$ cat src/rtl/result_encoder_master.sv
// Serial transmitter for ALU results: frames {result, flags, oper, parity} as an
// 11-bit word behind a start bit and ahead of a stop bit, MSB first.
module result_encoder_master #(
    parameter int unsigned CLKS_PER_BIT = 434
) (
    input  logic       clk,
    input  logic       rst,
    input  logic       start,
    input  logic [3:0] result,
    input  logic [3:0] flags,
    input  logic [1:0] oper,
    output logic       tx,
    output logic       busy,
    output logic       done
);

    localparam int unsigned FRAME_W = 11;
    localparam int unsigned CNT_W   = 16;
    localparam int unsigned IDX_W   = 4;

    localparam logic [CNT_W-1:0] BIT_LAST  = CNT_W'(CLKS_PER_BIT - 1);
    localparam logic [IDX_W-1:0] FIRST_IDX = IDX_W'(FRAME_W - 1);

    typedef enum logic [1:0] {
        IDLE,
        START_BIT,
        DATA,
        STOP_BIT
    } state_t;

    state_t               state_q, state_d;
    logic [CNT_W-1:0]     cnt_q, cnt_d;
    logic [IDX_W-1:0]     idx_q, idx_d;
    logic [FRAME_W-1:0]   frame_q, frame_d;
    logic                 tx_q, tx_d;
    logic                 busy_q, busy_d;
    logic                 done_q, done_d;

    logic [FRAME_W-1:0]   frame_c;
    logic                 bit_end_c;
    logic [IDX_W-1:0]     idx_dec_c;

    // Parity over the ten payload bits keeps the whole word at even parity.
    assign frame_c   = {result, flags, oper, ^{result, flags, oper}};
    assign bit_end_c = (cnt_q == BIT_LAST);
    assign idx_dec_c = idx_q - IDX_W'(1);

    always_ff @(posedge clk or posedge rst) begin
        if (rst) begin
            state_q <= IDLE;
            cnt_q   <= '0;
            idx_q   <= '0;
            frame_q <= '0;
            tx_q    <= 1'b1;
            busy_q  <= 1'b0;
            done_q  <= 1'b0;
        end else begin
            state_q <= state_d;
            cnt_q   <= cnt_d;
            idx_q   <= idx_d;
            frame_q <= frame_d;
            tx_q    <= tx_d;
            busy_q  <= busy_d;
            done_q  <= done_d;
        end
    end

    // tx/busy/done are computed one cycle early so the registered outputs line
    // up with the state they describe.
    always_comb begin
        state_d = state_q;
        cnt_d   = cnt_q;
        idx_d   = idx_q;
        frame_d = frame_q;
        tx_d    = tx_q;
        busy_d  = busy_q;
        done_d  = 1'b0;

        unique case (state_q)
            IDLE: begin
                cnt_d  = '0;
                idx_d  = '0;
                tx_d   = 1'b1;
                busy_d = 1'b0;
                if (start) begin
                    frame_d = frame_c;
                    state_d = START_BIT;
                    tx_d    = 1'b0;
                    busy_d  = 1'b1;
                end
            end
            START_BIT: begin
                if (bit_end_c) begin
                    cnt_d   = '0;
                    idx_d   = FIRST_IDX;
                    tx_d    = frame_q[FIRST_IDX];
                    state_d = DATA;
                end else begin
                    cnt_d = cnt_q + CNT_W'(1);
                end
            end
            DATA: begin
                if (bit_end_c) begin
                    cnt_d = '0;
                    if (idx_q == '0) begin
                        tx_d    = 1'b1;
                        state_d = STOP_BIT;
                    end else begin
                        idx_d = idx_dec_c;
                        tx_d  = frame_q[idx_dec_c];
                    end
                end else begin
                    cnt_d = cnt_q + CNT_W'(1);
                end
            end
            STOP_BIT: begin
                if (bit_end_c) begin
                    cnt_d   = '0;
                    tx_d    = 1'b1;
                    busy_d  = 1'b0;
                    done_d  = 1'b1;
                    state_d = IDLE;
                end else begin
                    cnt_d = cnt_q + CNT_W'(1);
                end
            end
            default: begin
                state_d = IDLE;
                cnt_d   = '0;
                idx_d   = '0;
                tx_d    = 1'b1;
                busy_d  = 1'b0;
            end
        endcase
    end

    assign tx   = tx_q;
    assign busy = busy_q;
    assign done = done_q;

endmodule

$ cat config.mk
export PLATFORM = sky130hd
export DESIGN_NAME = result_encoder_master
export DESIGN_NICKNAME = d
export VERILOG_FILES = /design/src/rtl/result_encoder_master.sv
export SDC_FILE = /design/constraint.sdc
export NUM_CORES = 1
export LEC_CHECK = 0
export BUFFER_PORTS_ARGS = -buffer_cell sky130_fd_sc_hd__buf_2
export CAP_MARGIN = 20
export CELL_PAD_IN_SITES_DETAIL_PLACEMENT = 0
export CELL_PAD_IN_SITES_GLOBAL_PLACEMENT = 1
export CORE_MARGIN = 10
export CORE_UTILIZATION = 30
export DETAILED_ROUTE_END_ITERATION = 16
export PLACE_DENSITY = 0.53
export SKIP_CTS_REPAIR_TIMING = 1
export SYNTH_ARGS = -nofsm -noshare
export SYNTH_HDL_FRONTEND = slang
export SYNTH_SLANG_ARGS = --single-unit
$ cat constraint.sdc
create_clock -name clk -period 3 [get_ports clk]
set_input_delay 0.45 -clock clk [delete_from_list [all_inputs] [get_ports clk]]
set_output_delay 0.45 -clock clk [all_outputs]
set_load 0.02 [all_outputs]
==> metrics.txt <==
die span in x=between 100 and 150 µm; worst path buffer plus inverter count=0; Crit. End Element=flop; layout cell share with drive strength beyond 1=0.2126; DR vias=about 1.4k; post-DP HPWL=3034 µm; Power Density=923.8 nW/µm²; first-pass GRT wire length=7251 µm; Die ar.=10,240 µm²; Mapped Cells=187; FF+latch count, synth=36; status=completed; largest net degree at the start of global routing=22; Worst-Margin Slew=between 0.8 and 0.9 ns; worst min-delay path category=in2async; grt total ovfl=0; Critical Path Fanout Max=16; Post-Syn Nets=210; RSZ-0062 raised after global routing=false; crit-path leading delay family=simple AND/OR/NAND/NOR gates; Synthesis Warnings=0; core outline area=6386 µm²; CTS clock-pin slew for the worst setup and hold paths=0.08 ns; CTS buffer count=5; Slew headroom=0.4504; CP peak stage delay=0.55 ns; antenna violations before repair=0; f_max=426.6 MHz; post-synth top area cell=dfrtp_1; max-cap viol count=0; Reg area=902.1 µm²; WP data required=3.15 ns; crit-path cells=or4_4 > nor4_4 > or2_1 > nor2_1; DRT iter0 DRCs=95; vias in the first global route=1,448; Synth cell types=37; fin cells=between 200 and 300; Inst Count DP=276; final WL=4202 µm; drt first pass iters=4; WS Path Type=reg2reg; Port Buf Inserts=15; Final Max Tran Viols=0; Final #Nets=229; Setup Skew=0.01089 ns; Slowest-stage cell, CP=or4_4; area of the multi-input gates=about 1000 µm²; setup tns final=0 ns; Final Setup Violations=0; Die H=between 100 and 150 µm; Vias/cell=4.884; CTS max path bufs=2; Sinks on Clock Net=36; ant diodes=0; final period utilization=0.7815; EDFF count, synth=0; startpoint types=flop; gp weighted congestion=0.8477; commonest cells in the netlist=dfrtp_1, nor2_1, nand2_1; WL/cell=14.80 µm; predominant post-synthesis flop cell=dfrtp_1; syn avg cell area=between 10 and 15 µm²; I/O pin total=16; WP depth=4; R2R depth=4; WP data arrival=2.49 ns; top-area cell type share of the netlist area=0.4428; count leader, synth=dfrtp_1; area added between synthesis and finish=16.07%; Final ANT Viol Nets=0; Lkg Pwr=1.043 nW; Root Driver=clkbuf_8; drt drc=0; H-tree levels=2; Final Hold Fails=0; register area share after synthesis=0.4560; Tot Pwr=2.121 mW; GRT Util Overall=0.08791; CTS tree=done; Post-Syn Area=1978 µm²; Max IR drop VDD=0.4883 mV; Final min period=2.344 ns; worst-skew pair later-pin latency=0.30 ns; Rows=29; Starting Density=0.3098; Post-synth ARST share=1.000; fillers=652; main area contributors after synthesis=dfrtp_1, ha_1, mux2_2
[layer usage]
metal  up-vias  share of wire  global-route usage
met5         -              0                   0
met4         0          0.023             0.03966
met3        10          0.040             0.02791
met2        28           0.43              0.1191
met1       672           0.50              0.1233
li1        677              -                   -
[registers in the layout (all words and copies together) (netlist names)]
signal   count
busy         1
cnt_q       16
done         1
frame_q     11
idx_q        4
state_q      2
tx           1
[cell usage in the layout, fill, tap and decap left out, types with 3 or more instances in the layout]
| cell | n |
|---|---|
| mux2i_1 | 4 |
| dfrtp_1 | 35 |
| ha_1 | 10 |
| inv_1 | 11 |
| a21oi_1 | 3 |
| nand3_1 | 5 |
| clkbuf_8 | 5 |
| xor2_1 | 13 |
| bufinv_16 | 3 |
| nand2_1 | 15 |
| mux2_2 | 11 |
| buf_2 | 15 |
| nor2_1 | 24 |
| and3_1 | 3 |
| o21ai_0 | 9 |
| xnor2_1 | 12 |
| nand4_1 | 4 |
[per-stage QoR]
step,area (µm²),utilization,hold WS (ns),worst slack (ns)
floorplan,1978,-,0.4448,0.8761
global placement,2137,0.3346,0.4596,0.7190
detailed placement,2137,0.3346,0.4757,0.6550
CTS,2296,0.3595,0.3353,0.6433
global route,2296,0.3595,0.3765,0.4455
finish,2296,0.3595,0.3044,0.6556
[power breakdown]
group	internal, mW	leakage [nW]	total [mW]	switching (mW)
logic	0.355	0.500	0.779	0.424
registers	0.632	0.464	0.735	0.103
clock network	0.416	0.0784	0.607	0.191
[path summary, 6_finish.rpt]
check                               to  startpoint  slack (ns)
max in group asynchronous    cnt_q[13]         rst        1.96
max                          cnt_q[11]    cnt_q[6]        0.66
min in group clk           frame_q[10]   result[3]        0.41
min reg2reg                       busy        busy        0.48
max reg2reg                  cnt_q[11]    cnt_q[6]        0.66
min                         frame_q[3]         rst        0.30
[cells by family (layout without fill, tap and decap cells)]
| group | count (synthesis) | in the layout | synth area share |
|---|---|---|---|
| xor gates and xnor gates | 25 | 25 | 0.1107 |
| muxes | 18 | 18 | 0.1113 |
| AOI/OAI and AO/OA | 19 | 19 | 0.06388 |
| buffers and inverters | 15 | 35 | 0.03099 |
| and+or+nand+nor | 64 | 64 | 0.1638 |
| adders and majority gates | 10 | 10 | 0.06325 |
| DFF | 36 | 36 | 0.4560 |
[area by class of cell]
cell class                      count  area share
Clock inverter                      3     0.03924
Clock buffer                        5     0.02997
Inverter                           11     0.01798
Tap cell                           77     0.04196
Sequential cell                    36      0.3929
Timing Repair Buffer               16     0.03597
Multi-Input combinational cell    136      0.4420
Note: power is estimated with default switching activity, not from simulation.
